[src/rtl/pixel_ingest.sv]
// pixel_ingest: accepts an RGB beat stream and tracks the frame position
// (col,row), converting each kept pixel to 8-bit grayscale through a two-stage
// pipeline. Protocol errors (early EOL, missing EOL, early SOF) are recorded
// in sticky flags.
//
// Handshake: a beat transfers on a rising edge where s_valid && s_ready.
// s_ready is enable, combinationally, and never depends on s_valid.
// s_data/s_sof/s_eol are only looked at on a transfer. pixel_valid is a
// one-cycle qualifier for pixel_out/col/row/frame_done, with no backpressure.
module pixel_ingest #(
  parameter int IMAGE_WIDTH  = 640,
  parameter int IMAGE_HEIGHT = 480
) (
  input  logic        clk,
  input  logic        reset_n,
  input  logic        enable,
  input  logic [23:0] s_data,
  input  logic        s_valid,
  output logic        s_ready,
  input  logic        s_sof,
  input  logic        s_eol,
  output logic [7:0]  pixel_out,
  output logic        pixel_valid,
  output logic [9:0]  col,
  output logic [9:0]  row,
  output logic        frame_done,
  output logic [2:0]  err_flags,
  input  logic        err_clear,
  output logic        state_dbg
);

  localparam logic [9:0] LAST_COL = 10'(IMAGE_WIDTH - 1);
  localparam logic [9:0] LAST_ROW = 10'(IMAGE_HEIGHT - 1);

  typedef enum logic {WAIT_SOF = 1'b0, ACTIVE = 1'b1} state_t;

  state_t      state_q, state_d;
  logic [9:0]  col_q, col_d, row_q, row_d;
  logic [2:0]  err_q, err_d;
  logic        accept, emit, done;
  logic [9:0]  eff_col, eff_row;
  logic [2:0]  err_set;

  // Stage 1: weighted colour products plus position/end-of-frame tag.
  logic        s1_valid_q;
  logic [15:0] p_r_q, p_g_q, p_b_q, p_r_d, p_g_d, p_b_d;
  logic [9:0]  s1_col_q, s1_row_q, s1_col_d, s1_row_d;
  logic        s1_done_q, s1_done_d;

  // Stage 2: rounded gray value and aligned position, held while idle.
  logic [15:0] sum_d;
  logic [7:0]  pixel_out_q, pixel_out_d;
  logic [9:0]  col_out_q, col_out_d, row_out_q, row_out_d;
  logic        pixel_valid_q, frame_done_q;

  assign s_ready = enable;
  assign accept  = s_valid && enable;

  // Position tracking, SOF/EOL rules and sticky error flags.
  always_comb begin
    state_d = state_q;
    col_d   = col_q;
    row_d   = row_q;
    emit    = 1'b0;
    done    = 1'b0;
    eff_col = col_q;
    eff_row = row_q;
    err_set = 3'b000;
    if (accept && (state_q == ACTIVE || s_sof)) begin
      emit    = 1'b1;
      state_d = ACTIVE;
      // SOF resync happens before the line rules so SOF+EOL ends a line at col 0.
      if (s_sof) begin
        if (state_q == ACTIVE && (col_q != 10'd0 || row_q != 10'd0)) err_set[2] = 1'b1;
        eff_col = 10'd0;
        eff_row = 10'd0;
      end
      if (s_eol && eff_col != LAST_COL) err_set[0] = 1'b1;
      if (!s_eol && eff_col == LAST_COL) err_set[1] = 1'b1;
      if (s_eol || eff_col == LAST_COL) begin
        col_d = 10'd0;
        if (eff_row == LAST_ROW) begin
          row_d   = 10'd0;
          done    = 1'b1;
          state_d = WAIT_SOF;
        end else begin
          row_d = eff_row + 10'd1;
        end
      end else begin
        col_d = eff_col + 10'd1;
        row_d = eff_row;
      end
    end
    // A new error in the same cycle as err_clear leaves its flag set.
    err_d = (err_clear ? 3'b000 : err_q) | err_set;
  end

  // Control state registers.
  always_ff @(posedge clk or negedge reset_n) begin
    if (!reset_n) begin
      state_q <= WAIT_SOF;
      col_q   <= 10'd0;
      row_q   <= 10'd0;
      err_q   <= 3'b000;
    end else begin
      state_q <= state_d;
      col_q   <= col_d;
      row_q   <= row_d;
      err_q   <= err_d;
    end
  end

  // Next values for both pipeline stages; data regs only load on a valid beat.
  always_comb begin
    p_r_d     = emit ? 16'(s_data[23:16]) * 16'd77  : p_r_q;
    p_g_d     = emit ? 16'(s_data[15:8])  * 16'd150 : p_g_q;
    p_b_d     = emit ? 16'(s_data[7:0])   * 16'd29  : p_b_q;
    s1_col_d  = emit ? eff_col : s1_col_q;
    s1_row_d  = emit ? eff_row : s1_row_q;
    s1_done_d = emit ? done    : s1_done_q;
    // Max 65408, so the 16-bit sum cannot wrap.
    sum_d       = p_r_q + p_g_q + p_b_q + 16'd128;
    pixel_out_d = s1_valid_q ? 8'(sum_d >> 8) : pixel_out_q;
    col_out_d   = s1_valid_q ? s1_col_q : col_out_q;
    row_out_d   = s1_valid_q ? s1_row_q : row_out_q;
  end

  // Pipeline registers; they advance every cycle regardless of enable.
  always_ff @(posedge clk or negedge reset_n) begin
    if (!reset_n) begin
      s1_valid_q    <= 1'b0;
      p_r_q         <= 16'd0;
      p_g_q         <= 16'd0;
      p_b_q         <= 16'd0;
      s1_col_q      <= 10'd0;
      s1_row_q      <= 10'd0;
      s1_done_q     <= 1'b0;
      pixel_valid_q <= 1'b0;
      pixel_out_q   <= 8'd0;
      col_out_q     <= 10'd0;
      row_out_q     <= 10'd0;
      frame_done_q  <= 1'b0;
    end else begin
      s1_valid_q    <= emit;
      p_r_q         <= p_r_d;
      p_g_q         <= p_g_d;
      p_b_q         <= p_b_d;
      s1_col_q      <= s1_col_d;
      s1_row_q      <= s1_row_d;
      s1_done_q     <= s1_done_d;
      pixel_valid_q <= s1_valid_q;
      pixel_out_q   <= pixel_out_d;
      col_out_q     <= col_out_d;
      row_out_q     <= row_out_d;
      frame_done_q  <= s1_valid_q && s1_done_q;
    end
  end

  assign pixel_out   = pixel_out_q;
  assign pixel_valid = pixel_valid_q;
  assign col         = col_out_q;
  assign row         = row_out_q;
  assign frame_done  = frame_done_q;
  assign err_flags   = err_q;
  assign state_dbg   = (state_q == ACTIVE);

endmodule

[config.mk]
export PLATFORM = sky130hd
export DESIGN_NAME = pixel_ingest
export DESIGN_NICKNAME = d
export VERILOG_FILES = /design/src/rtl/pixel_ingest.sv
export SDC_FILE = /design/constraint.sdc
export NUM_CORES = 1
export LEC_CHECK = 0
export ABC_AREA = 1
export BUFFER_PORTS_ARGS = -buffer_cell sky130_fd_sc_hd__buf_2
export CORE_MARGIN = 2
export CORE_UTILIZATION = 47
export CTS_CLUSTER_DIAMETER = 150
export DETAILED_ROUTE_END_ITERATION = 16
export HOLD_SLACK_MARGIN = 0.03
export PLACE_DENSITY = 0.69
export SLEW_MARGIN = 20
export SYNTH_ARGS = -nofsm -noshare
export SYNTH_HDL_FRONTEND = slang
export SYNTH_SLANG_ARGS = --single-unit
[constraint.sdc]
create_clock -name clk -period 5.7 [get_ports clk]
set_input_delay 0.855 -clock clk [delete_from_list [all_inputs] [get_ports clk]]
set_output_delay 0.855 -clock clk [all_outputs]
set_load 0.03 [all_outputs]
==> parameters.txt, run 1 <==
Parameter                              Value

Critical path
  Cell depth of the worst flop-to-flop path ... 11
  Critical register-to-register path startpoint ... p_r_q[3]$_DFFE_PN0P_
  Highest fanout seen on the critical path ... 4
  Critical setup path kind ... input pin to register
  Element type at the critical path end ... register
  Worst setup slack for register-to-register paths ... 2980 ps
  Launching instance or port of the critical path ... s_data[12]
  WP data required ... 6060 ps
  WP data arrival ... 3780 ps
  Worst Setup EP ... p_g_q[13]$_DFFE_PN0P_
  CP startpoint kind ... input pin
  Worst r2r dst ... pixel_out[0]$_DFFE_PN0P_

Place
  Placer congestion estimate ... 0.863
  Post-DP HPWL ... 15300 um
  Number of buffer cells added on primary ports ... 65

Synthesis
  Fraction of registers with async set or reset after synthesis ... 100%
  Simple-Gate Fraction of Synth Area ... 24.9%
  Post-synthesis instance area ... 0.00942 mm2
  Synthesis-stage register bit count ... 119
  Area fraction in compound gates after synthesis ... 6.81%
  Main combinational cell family by area after synthesis ... adder cells
  Xor and xnor fraction of the mapped netlist area ... 2.42%
  Share of synthesized cell area in full adder, half adder and majority cells ... 24.9%
  Number of distinct library cell variants in the gate-level netlist after synthesis ... 41
  Post-Synthesis Net Count ... 1381
  Mux share of post-synthesis cell area ... 0%
  Most used flip-flop cell after synthesis ... sky130_fd_sc_hd__dfrtp_1
  Average cell area after synthesis ... 7.95 um2
  Sequential element share of the synthesized area ... 31.6%
  Number of enable-type register cells in the synthesized netlist ... 0
  Number of instances in the synthesized netlist ... 1185
  Number of warnings issued by yosys ... 0

Detailed routing
  Via/cell ratio ... 5.01
  DRC violation total after the first TritonRoute iteration ... 546
  Number of design rule violations left after detail routing ... 0
  Post-detailed-route count of antenna-violating nets ... 0
  Via count ... 7624
  Wire per inst ... 13.1 um
  Number of iterations in the first detailed-routing pass ... 8
  DRT Wirelength ... 19900 um

Pwr
  Combinational cell fraction of total power ... 54.9%
  Net switching power figure ... 2.21 mW
  Total chip power ... 4.87 mW
  Leakage ... 5.87 nW
  Pwr per Cell Area ... 463 mW/mm2
  Int Pwr ... 2.66 mW
  Sequential cell fraction of total power ... 23.0%
  Sw Share ... 45.4%
  Worst vdd rail ir drop ... 0.271 mV
  Clock share of power ... 22.0%

Timing
  Hold slack final ... 461 ps
  Worst setup skew after layout ... 6.78 ps
  Slew at the pin closest to its max-slew limit ... 1010 ps
  Final hold vios ... 0
  Max-slew violation total from the final report ... 0
  Accumulated negative setup slack ... 0 ps
  Highest achievable clock rate ... 292 MHz
  Share of the clock period used by the worst path ... 60.1%
  Min Clock Period, post-route ... 3420 ps
  RSZ-0062 raised after global routing ... false
  Worst max-slew margin expressed relative to the limit ... 32.2%
  Final setup violation count ... 0

Outcome
  Result of the run ... finished, final reports clean

Final layout
  Area growth from synthesis to layout ... 11.8%
  Layout net count ... 1441
  Diode insertion count for antenna repair ... 0
  Fraction of final layout cells sized beyond drive strength 1 ... 10.3%

Clock network
  Worst skew pair latency ... 420 ps
  TritonCTS Buffers ... 17
  CTS tree ... done
  Level count of the clock H-tree ... 4
  Buffer cell driving the clock tree root ... sky130_fd_sc_hd__clkbuf_16
  Maximum count of clock buffers along a single path ... 2
  Post-CTS Setup Repair Bufs ... 0
  Number of instances resized during post-cts repair ... 0
  Hold buffer count at CTS ... 0
  Clock transition time at the flip-flop clock pins of the worst setup and hold paths ... 60 ps
  Number of clock sinks ... 119

GRT
  Overall fraction of global-route tracks in use ... 20.1%
  First-pass GRT wire length ... 35200 um
  Largest net degree at the start of global routing ... 99
  Initial antenna violation count ... 0
  Remaining Overflow, GRT ... 0
  Via count of the first global-routing pass ... 7287

Die
  Floorplan die area ... 0.0212 mm2
  Vert. Die Dim ... 146 um
  Core ar. ... 0.0196 mm2
  Top-level port count ... 66
  Initial core utilization ... 48.1%
  Number of core rows ... 51
  Width of the die ... 146 um

Worst hold path
  Kind of path behind the tightest hold check ... register to register

Job
  Max capacitance violation total ... 0
==> cells by family (layout without fill, tap and decap cells) <==
group | after synthesis | count (layout)
flops | 119 | 119
buf+inv | 216 | 288
compound gates | 114 | 114
fa+ha+maj | 165 | 165
simple gates | 545 | 545
xor+xnor | 26 | 26
==> synthesized netlist by cell type, types with 3 or more instances <==
master | count | area [um2]
sky130_fd_sc_hd__ha_1 | 127 | 1590
sky130_fd_sc_hd__o22ai_1 | 8 | 50.1
sky130_fd_sc_hd__o21bai_1 | 4 | 30.0
sky130_fd_sc_hd__nor2_2 | 6 | 37.5
sky130_fd_sc_hd__nor2_1 | 58 | 218
sky130_fd_sc_hd__nand4_1 | 14 | 87.6
sky130_fd_sc_hd__nor2_4 | 4 | 45.0
sky130_fd_sc_hd__nand3b_1 | 3 | 22.5
sky130_fd_sc_hd__a31oi_1 | 4 | 25.0
sky130_fd_sc_hd__inv_2 | 3 | 11.3
sky130_fd_sc_hd__nor3_1 | 12 | 60.1
sky130_fd_sc_hd__xnor2_1 | 13 | 114
sky130_fd_sc_hd__dfrtp_1 | 119 | 2980
sky130_fd_sc_hd__fa_1 | 38 | 761
sky130_fd_sc_hd__inv_1 | 186 | 698
sky130_fd_sc_hd__clkbuf_1 | 13 | 48.8
sky130_fd_sc_hd__nand2_2 | 6 | 37.5
sky130_fd_sc_hd__a21o_1 | 5 | 37.5
sky130_fd_sc_hd__nand3_1 | 78 | 390
sky130_fd_sc_hd__o21ai_0 | 51 | 255
sky130_fd_sc_hd__nand2_4 | 4 | 45.0
sky130_fd_sc_hd__xor2_1 | 13 | 114
sky130_fd_sc_hd__nand2_1 | 352 | 1320
sky130_fd_sc_hd__buf_2 | 6 | 30.0
sky130_fd_sc_hd__buf_6 | 4 | 45.0
sky130_fd_sc_hd__a21oi_1 | 34 | 170
==> sequential cells by signal, indices dropped and copies added (netlist names), 3 cells and up <==
signal	flops
p_g_q	15
s1_row_q	10
row_q	10
col	10
p_b_q	13
err_flags	3
p_r_q	15
s1_col_q	10
pixel_out	8
row	10
col_q	10
==> per-layer routing <==
| metal | track usage (%) | vias up | share of wire [%] |
|---|---|---|---|
| met2 | 30.9 | 191 | 45 |
| met5 | 0 | - | 0 |
| li1 | - | 3885 | - |
| met3 | 3.01 | 15 | 4.5 |
| met1 | 30.0 | 3533 | 50 |
| met4 | 4.71 | 0 | 0.99 |
==> power groups by stage <==
stage	Combinational, mW	Sequential [mW]	Clock [mW]
final	2.68	1.12	1.07
after global routing	3.10	1.14	1.13
after CTS	2.67	1.12	1.09
after detailed placement	2.63	1.14	0
after global placement	2.60	1.13	0
after floorplan	1.96	1.18	0
==> how the worst min path moves through the flow <==
| stage | start | end | slack [ps] | depth (start not counted) |
|---|---|---|---|---|
| after global routing | row[1]$_DFFE_PN0P_ | row[1]$_DFFE_PN0P_ | 490 | 2 |
| after detailed placement | row[3]$_DFFE_PN0P_ | row[3]$_DFFE_PN0P_ | 450 | 2 |
| final | row[7]$_DFFE_PN0P_ | row[7]$_DFFE_PN0P_ | 460 | 2 |
| after floorplan | s1_valid_q$_DFF_PN0_ | pixel_valid$_DFF_PN0_ | 410 | 0 |
| after CTS | row[3]$_DFFE_PN0P_ | row[3]$_DFFE_PN0P_ | 470 | 2 |
| after global placement | row[7]$_DFFE_PN0P_ | row[7]$_DFFE_PN0P_ | 450 | 2 |
==> layout by cell type, fill, tap and decap left out, drive strengths merged, types with 8 or more instances in the layout <==
master	n
xor2	13
ha	127
xnor2	13
o21ai	52
a21oi	34
inv	194
clkbuf	19
nor3	12
nand2	362
nand4	14
buf	67
fa	38
nor2	68
o22ai	8
dfrtp	119
nand3	82
==> layout make-up <==
type | count | area (um2)
clock buffers | 19 | 453
clock inverters | 12 | 141
fillers | 1854 | 9050
inverters | 190 | 726
multi-input cells | 850 | 5560
flip-flops and latches | 119 | 2980
well taps | 265 | 332
repair buffers | 67 | 343
==> worst max-delay path, cell delays in order <==
cell,delay (ps)
sky130_fd_sc_hd__buf_2,130
sky130_fd_sc_hd__ha_1,300
sky130_fd_sc_hd__ha_1,270
sky130_fd_sc_hd__inv_1,50
sky130_fd_sc_hd__fa_1,500
sky130_fd_sc_hd__fa_1,510
sky130_fd_sc_hd__inv_1,40
sky130_fd_sc_hd__ha_1,340
sky130_fd_sc_hd__a21o_1,230
sky130_fd_sc_hd__o21ai_0,220
sky130_fd_sc_hd__nand3_1,110
sky130_fd_sc_hd__nand2_1,80
sky130_fd_sc_hd__nand3_1,60
sky130_fd_sc_hd__nand2_1,90
==> metrics by stage <==
stage | utilization (%) | setup WS, ps | cell area (um2) | std cells
global route | 53.8 | 2090 | 10500 | 1522
CTS | 53.8 | 2280 | 10500 | 1522
detailed placement | 50.8 | 1870 | 9940 | 1491
global placement | 50.8 | 1890 | 9940 | 1491
floorplan | - | 2160 | 9420 | 1185
finish | 53.8 | 2280 | 10500 | 1522
Note: power is estimated with default switching activity, not from simulation.
==> run 2: changes to the inputs <==
ABC_AREA = 0   (was 1)
PLACE_DENSITY = 0.71   (was 0.69)
clock period = 3 ns   (was 5.7 ns; I/O delays follow)
==> run 2 against run 1 <==
Design area rose by 3.4%. Total power rose by 100%. Utilization is 6.5 points higher. Flip-flop and latch count did not move. Count of clock-buffer cells in the layout rose by 2. First-iteration DRC count fell by 51%. Routed wire length is 7.3% lower. Sequential share of layout area is 0.93 points lower. Global-route usage down 0.46 points. Critical path type unchanged. Largest power group unchanged.
==> parameters.txt, run 2 <==
Parameter                              Value

Synthesis
  Largest area contributor in the synthesized netlist ... sky130_fd_sc_hd__dfrtp_1
  Post-synthesis instance area ... 0.00875 mm2
  Number of instances in the synthesized netlist ... 903
  Top cell types by occurrence after synthesis ... sky130_fd_sc_hd__ha_1, sky130_fd_sc_hd__inv_1, sky130_fd_sc_hd__dfrtp_1
  Sequential element share of the synthesized area ... 34.0%
  Number of distinct library cell variants in the gate-level netlist after synthesis ... 60
  Fraction of registers with async set or reset after synthesis ... 100%
  Area contributors post-synth ... sky130_fd_sc_hd__dfrtp_1, sky130_fd_sc_hd__ha_1, sky130_fd_sc_hd__fa_1
  Portion of synthesized cell area occupied by the leading cell type ... 34.0%
  Number of enable-type register cells in the synthesized netlist ... 0
  Average cell area after synthesis ... 9.69 um2
  Number of warnings issued by yosys ... 0
  Post-Synthesis Net Count ... 1099
  Synthesis-stage register bit count ... 119
  Most used flip-flop cell after synthesis ... sky130_fd_sc_hd__dfrtp_1

Final layout
  Layout net count ... 1241
  Area growth from synthesis to layout ... 24.6%
  Most frequent cells in the layout ... sky130_fd_sc_hd__dfrtp_1, sky130_fd_sc_hd__inv_1, sky130_fd_sc_hd__ha_1
  Share of the core filled with cells ... 60.2%
  Most common cell after layout, fill and taps aside ... sky130_fd_sc_hd__dfrtp_1
  Number of filler instances in the final layout ... 1491
  Top Registers ... p_g_q x15, p_r_q x15, p_b_q x13
  Diode insertion count for antenna repair ... 0
  Fraction of final layout cells sized beyond drive strength 1 ... 25.0%

Critical path
  WP data required ... 3320 ps
  CP startpoint kind ... input pin
  WP data arrival ... 3250 ps
  Highest fanout seen on the critical path ... 3
  Critical setup path kind ... input pin to register
  Element type at the critical path end ... register

Timing
  Max-slew violation total from the final report ... 0
  Highest achievable clock rate ... 341 MHz
  Final setup violation count ... 0
  Accumulated negative setup slack ... 0 ps
  Final hold vios ... 0
  Hold slack final ... 131 ps
  Worst setup skew after layout ... 7.55 ps
  Min Clock Period, post-route ... 2930 ps
  Worst max-slew margin expressed relative to the limit ... 46.6%
  Slew at the pin closest to its max-slew limit ... 801 ps
  Share of the clock period used by the worst path ... 97.7%
  Slack of the critical path ... 68.6 ps
  RSZ-0062 raised after global routing ... true

Clock network
  Number of clock sinks ... 119
  Level count of the clock H-tree ... 4
  Worst skew pair latency ... 410 ps
  Clock transition time at the flip-flop clock pins of the worst setup and hold paths ... 60 ps
  TritonCTS Buffers ... 17
  Maximum count of clock buffers along a single path ... 2
  Hold buffer count at CTS ... 0
  CTS tree ... done
  Buffer cell driving the clock tree root ... sky130_fd_sc_hd__clkbuf_16

Die
  Number of core rows ... 49
  Initial core utilization ... 48.4%
  Vert. Die Dim ... 140 um
  Core ar. ... 0.0181 mm2
  Top-level port count ... 66
  Width of the die ... 140 um
  Floorplan die area ... 0.0197 mm2

Pwr
  Pwr per Cell Area ... 910 mW/mm2
  Total chip power ... 9.92 mW
  Leakage ... 5.48 nW
  Worst vdd rail ir drop ... 0.748 mV

Place
  Number of buffer cells added on primary ports ... 65
  Placer congestion estimate ... 0.845
  Post-DP HPWL ... 14100 um
  Post-Place Worst Slack ... -381 ps

Detailed routing
  Number of iterations in the first detailed-routing pass ... 5
  Post-detailed-route count of antenna-violating nets ... 0
  DRC violation total after the first TritonRoute iteration ... 269
  Wire per inst ... 14.3 um
  Via count ... 6787
  DRT Wirelength ... 18500 um
  Number of design rule violations left after detail routing ... 0
  Via/cell ratio ... 5.27

GRT
  First-pass GRT wire length ... 31600 um
  Via count of the first global-routing pass ... 6855
  Initial antenna violation count ... 0
  Largest net degree at the start of global routing ... 62
  Overall fraction of global-route tracks in use ... 19.7%
  Remaining Overflow, GRT ... 0

Worst hold path
  Kind of path behind the tightest hold check ... input pin to asynchronous set/reset pin

Job
  Max capacitance violation total ... 0

Outcome
  Result of the run ... finished, final reports clean
[run 2: cell count changes after synthesis, moves of 12 or more]
cell	change
sky130_fd_sc_hd__nand2b_1	+18
sky130_fd_sc_hd__inv_1	-59
sky130_fd_sc_hd__mux2_2	+29
sky130_fd_sc_hd__nand2_1	-259
sky130_fd_sc_hd__o21a_1	+12
sky130_fd_sc_hd__nand3_1	-63
sky130_fd_sc_hd__o21ai_0	+27
sky130_fd_sc_hd__nor2_1	-29
[run 2: worst paths after layout]
kind / cells past startpoint / to / start / slack, ps
min in group clk: 2 / err_flags[2]$_DFF_PN0_ / err_clear / 240
setup reg to reg: 11 / pixel_out[0]$_DFFE_PN0P_ / p_r_q[4]$_DFFE_PN0P_ / 90
hold / removal: 1 / s1_col_q[2]$_DFFE_PN0P_ / reset_n / 130
max in group asynchronous: 2 / row_q[7]$_DFFE_PN0P_ / reset_n / 2140
hold reg to reg: 2 / s1_row_q[4]$_DFFE_PN0P_ / s1_row_q[4]$_DFFE_PN0P_ / 470
setup / recovery: 13 / p_b_q[11]$_DFFE_PN0P_ / s_data[3] / 70
[run 2: per-layer routing]
metal  up-vias  part of all wire (%)  track usage [%]  routed length (um)
li1       3355                     -                -                   -
met1      3298                    43             23.5                7910
met2       101                    52             35.7                9650
met3        33                   2.7             4.31                 500
met4         0                   2.2             5.42                 399
met5         -                     0                0                   0
[run 2: logic make-up after synthesis]
group	after synthesis	share of synthesized area (%)
AND/OR/NAND/NOR	223	12.6
multiplexers	31	3.96
adder cells (fa/ha/maj)	165	26.9
XOR/XNOR	31	3.10
buffers and inverters	154	6.77
AO/OA/AOI/OAI	180	12.7
flip-flops	119	34.0
[run 2: metrics by stage]
| step | instance area, um2 | cells |
|---|---|---|
| 6_report | 10900 | 1287 |
| 5_1_grt | 10900 | 1287 |
| 4_1_cts | 10700 | 1285 |
| 3_5_place_dp | 10100 | 1253 |
| 3_3_place_gp | 10100 | 1253 |
| 2_1_floorplan | 9000 | 903 |
[run 2: repair_timing]
item / in CTS / in global routing
hold endpoints to repair: 0 / 0
resized for setup: 0 / 31
buffers inserted: 0 / 2
setup endpoints to repair: 0 / 17
[run 2: report_power, final]
part           leakage (nW)  total (mW)  internal [mW]  switching (mW)
clock                 0.280        2.07           1.33           0.742
combinational          3.64        5.72           2.68            3.05
sequential             1.56        2.12           1.92           0.206
total                  5.48        9.92           5.92            3.99
[run 2: layout make-up]
| class | instances | area [um2] | area share [%] |
|---|---|---|---|
| Multi-Input combinational cell | 630 | 5560 | 51.1 |
| Sequential cell | 119 | 2980 | 27.3 |
| Timing Repair Buffer | 150 | 988 | 9.07 |
| Inverter | 127 | 480 | 4.41 |
| Clock buffer | 21 | 450 | 4.13 |
| Tap cell | 229 | 287 | 2.63 |
| Clock inverter | 11 | 148 | 1.36 |
[run 2: critical path: stages]
cell	delay [ps]
sky130_fd_sc_hd__buf_8	80
sky130_fd_sc_hd__clkinvlp_4	130
sky130_fd_sc_hd__fa_1	580
sky130_fd_sc_hd__inv_2	50
sky130_fd_sc_hd__ha_4	250
sky130_fd_sc_hd__fa_1	440
sky130_fd_sc_hd__ha_4	280
sky130_fd_sc_hd__nor2b_4	120
sky130_fd_sc_hd__o21ai_2	140
sky130_fd_sc_hd__a21boi_2	100
sky130_fd_sc_hd__o211a_1	240
sky130_fd_sc_hd__o21a_1	180
sky130_fd_sc_hd__o31ai_1	200
==> run 3: changes to the inputs <==
==> constraint.sdc (replaced) <==
create_clock -name clk -period 3 [get_ports clk]
set_input_delay 0.6 -clock clk [delete_from_list [all_inputs] [get_ports clk]]
set_output_delay 0.6 -clock clk [all_outputs]
set_load 0.03 [all_outputs]
==> run 3 against run 2 <==
The run now ends with negative setup slack left. Utilization rose by 1.4 points. Via count about the same. Non-clock buffer count up 5. Routed wire length rose by 0.99%. Sequential share of layout area is 0.62 points lower. Design area is 2.3% higher. Count of clock-buffer cells in the layout is 2 lower. Critical path type unchanged. Largest power group unchanged.
==> parameters.txt, run 3 (same netlist as run 2, synthesis figures left out) <==
Parameter                              Value

Clock network
  Buffer cell driving the clock tree root ... sky130_fd_sc_hd__clkbuf_16
  Hold buffer count at CTS ... 0
  Level count of the clock H-tree ... 4
  CTS tree ... done
  Number of clock sinks ... 119
  Maximum count of clock buffers along a single path ... 2
  Clock transition time at the flip-flop clock pins of the worst setup and hold paths ... 60 ps
  TritonCTS Buffers ... 17
  Worst skew pair latency ... 420 ps

Timing
  Max-slew violation total from the final report ... 0
  Accumulated negative setup slack ... -16.4 ps
  Highest achievable clock rate ... 332 MHz
  Slew at the pin closest to its max-slew limit ... 467 ps
  Worst max-slew margin expressed relative to the limit ... 68.9%
  Final hold vios ... 0
  Share of the clock period used by the worst path ... 101%
  Worst setup skew after layout ... 9.41 ps
  Slack of the critical path ... -16.4 ps
  RSZ-0062 raised after global routing ... true
  Final setup violation count ... 1
  Min Clock Period, post-route ... 3020 ps

Detailed routing
  Number of design rule violations left after detail routing ... 0
  Via count ... 6790
  Via/cell ratio ... 5.26
  DRT Wirelength ... 18600 um
  Wire per inst ... 14.4 um
  Number of iterations in the first detailed-routing pass ... 4
  Post-detailed-route count of antenna-violating nets ... 0
  DRC violation total after the first TritonRoute iteration ... 291

Final layout
  Storage element area ... 0.00298 mm2
  Top Registers ... p_g_q x15, p_r_q x15, p_b_q x13
  Number of filler instances in the final layout ... 1472
  Final cell area excluding filler cells ... 0.0111 mm2
  Area of the multi-input gates ... 0.00572 mm2
  Most frequent cells in the layout ... sky130_fd_sc_hd__dfrtp_1, sky130_fd_sc_hd__inv_1, sky130_fd_sc_hd__ha_1
  Fraction of final layout cells sized beyond drive strength 1 ... 28.3%
  Area growth from synthesis to layout ... 27.5%
  Layout net count ... 1246
  Most common cell after layout, fill and taps aside ... sky130_fd_sc_hd__dfrtp_1
  Diode insertion count for antenna repair ... 0

Place
  Standard cell area after detailed placement ... 0.0102 mm2
  Post-Place Worst Slack ... -509 ps
  Placer congestion estimate ... 0.846
  Post-DP HPWL ... 14100 um
  Number of buffer cells added on primary ports ... 65

Critical path
  Element type at the critical path end ... register
  Cell with the largest stage delay on the worst path ... sky130_fd_sc_hd__fa_1
  Number of buffers and inverters on the critical path ... 3
  WP data arrival ... 3340 ps
  Worst setup slack for register-to-register paths ... 110 ps
  Worst r2r dst ... pixel_out[0]$_DFFE_PN0P_
  Most common cell type on the critical path ... sky130_fd_sc_hd__ha_4
  WP data required ... 3330 ps
  Critical setup path kind ... input pin to register
  Cell depth of the worst flop-to-flop path ... 11
  CP startpoint kind ... input pin
  Highest fanout seen on the critical path ... 3
  Largest stage delay on the critical path ... 500 ps
  Cell chain of the critical path ... buf_8, ha_4, ha_4, inv_2, fa_1, fa_1, inv_2, ha_4, o21a_1, o31a_1, o21ai_2, a21oi_2, o21a_1, o31ai_2
  Critical register-to-register path startpoint ... p_r_q[5]$_DFFE_PN0P_
  Family with the most delay on the worst path ... adder cells

Worst hold path
  Kind of path behind the tightest hold check ... input pin to asynchronous set/reset pin

Outcome
  Result of the run ... complete, but fails checks
  Failing checks ... negative setup slack

Job
  Max capacitance violation total ... 0

Pwr
  Leakage ... 5.54 nW
  Pwr per Cell Area ... 898 mW/mm2
  Worst vdd rail ir drop ... 0.814 mV

GRT
  First-pass GRT wire length ... 31600 um
  Largest net degree at the start of global routing ... 61
  Remaining Overflow, GRT ... 0
  Initial antenna violation count ... 0
  Via count of the first global-routing pass ... 6829
  Overall fraction of global-route tracks in use ... 19.6%

Die
  Width of the die ... 140 um
  Initial core utilization ... 48.4%
  Top-level port count ... 66
  Floorplan die area ... 0.0197 mm2
  Core ar. ... 0.0181 mm2
  Vert. Die Dim ... 140 um
  Number of core rows ... 49
run 3: routing by layer:
layer | vias up | global-route usage, % | wire, um
li1 | 3379 | - | -
met1 | 3278 | 24.0 | 8090
met3 | 26 | 3.90 | 541
met4 | 0 | 6.11 | 373
met2 | 107 | 35.0 | 9640
met5 | - | 0 | 0
run 3: worst register-to-register path: stages (launching register included):
cell and delay, ps:
sky130_fd_sc_hd__dfrtp_1 380, sky130_fd_sc_hd__inv_1 70, sky130_fd_sc_hd__fa_1 530, sky130_fd_sc_hd__inv_1 40, sky130_fd_sc_hd__ha_1 290, sky130_fd_sc_hd__ha_1 250, sky130_fd_sc_hd__or4_4 500, sky130_fd_sc_hd__o21ai_2 90
sky130_fd_sc_hd__nor2_1 60, sky130_fd_sc_hd__a21oi_1 180, sky130_fd_sc_hd__xnor2_1 110, sky130_fd_sc_hd__mux2_2 260
run 3: worst max-delay path by stage:
stage,start,endpoint,slack [ps],cells after the start
after global routing,s_data[20],p_r_q[13]$_DFFE_PN0P_,-130,14
after global placement,s_data[3],p_b_q[12]$_DFFE_PN0P_,-470,14
after detailed placement,s_data[1],p_b_q[12]$_DFFE_PN0P_,-510,14
after CTS,s_data[20],p_r_q[9]$_DFFE_PN0P_,-10,15
final,s_data[20],p_r_q[13]$_DFFE_PN0P_,-20,14
after floorplan,s_data[11],p_g_q[13]$_DFFE_PN0P_,-260,13
run 3: power by group:
group | switching [mW] | internal [mW] | leakage [nW]
sequential | 0.196 | 1.92 | 1.56
combinational | 3.08 | 2.69 | 3.69
clock | 0.784 | 1.33 | 0.290
total | 4.06 | 5.95 | 5.54
run 3: cell type report:
cell class / instances / share of cell area, %
clock inverters: 13 / 1.53
multi-input cells: 630 / 51.3
flip-flops and latches: 119 / 26.7
clock buffers: 19 / 3.97
repair buffers: 155 / 9.61
well taps: 229 / 2.57
inverters: 127 / 4.31
run 3: stage by stage:
stage / utilization, % / hold WS, ps / instances / power [mW]
2_1_floorplan: - / 304 / 903 / 5.85
3_3_place_gp: 56.3 / 458 / 1256 / 7.23
3_5_place_dp: 56.3 / 466 / 1256 / 7.36
4_1_cts: 60.1 / 126 / 1288 / 9.61
5_1_grt: 61.6 / 132 / 1292 / 10.8
6_report: 61.6 / 116 / 1292 / 10.0
run 3: repair_timing:
item,in CTS,in global routing
pin swaps,16,33
endpoints found under the hold margin,0,0
setup buffers,0,4
gates resized for setup,13,57
endpoints found under the setup margin,10,23
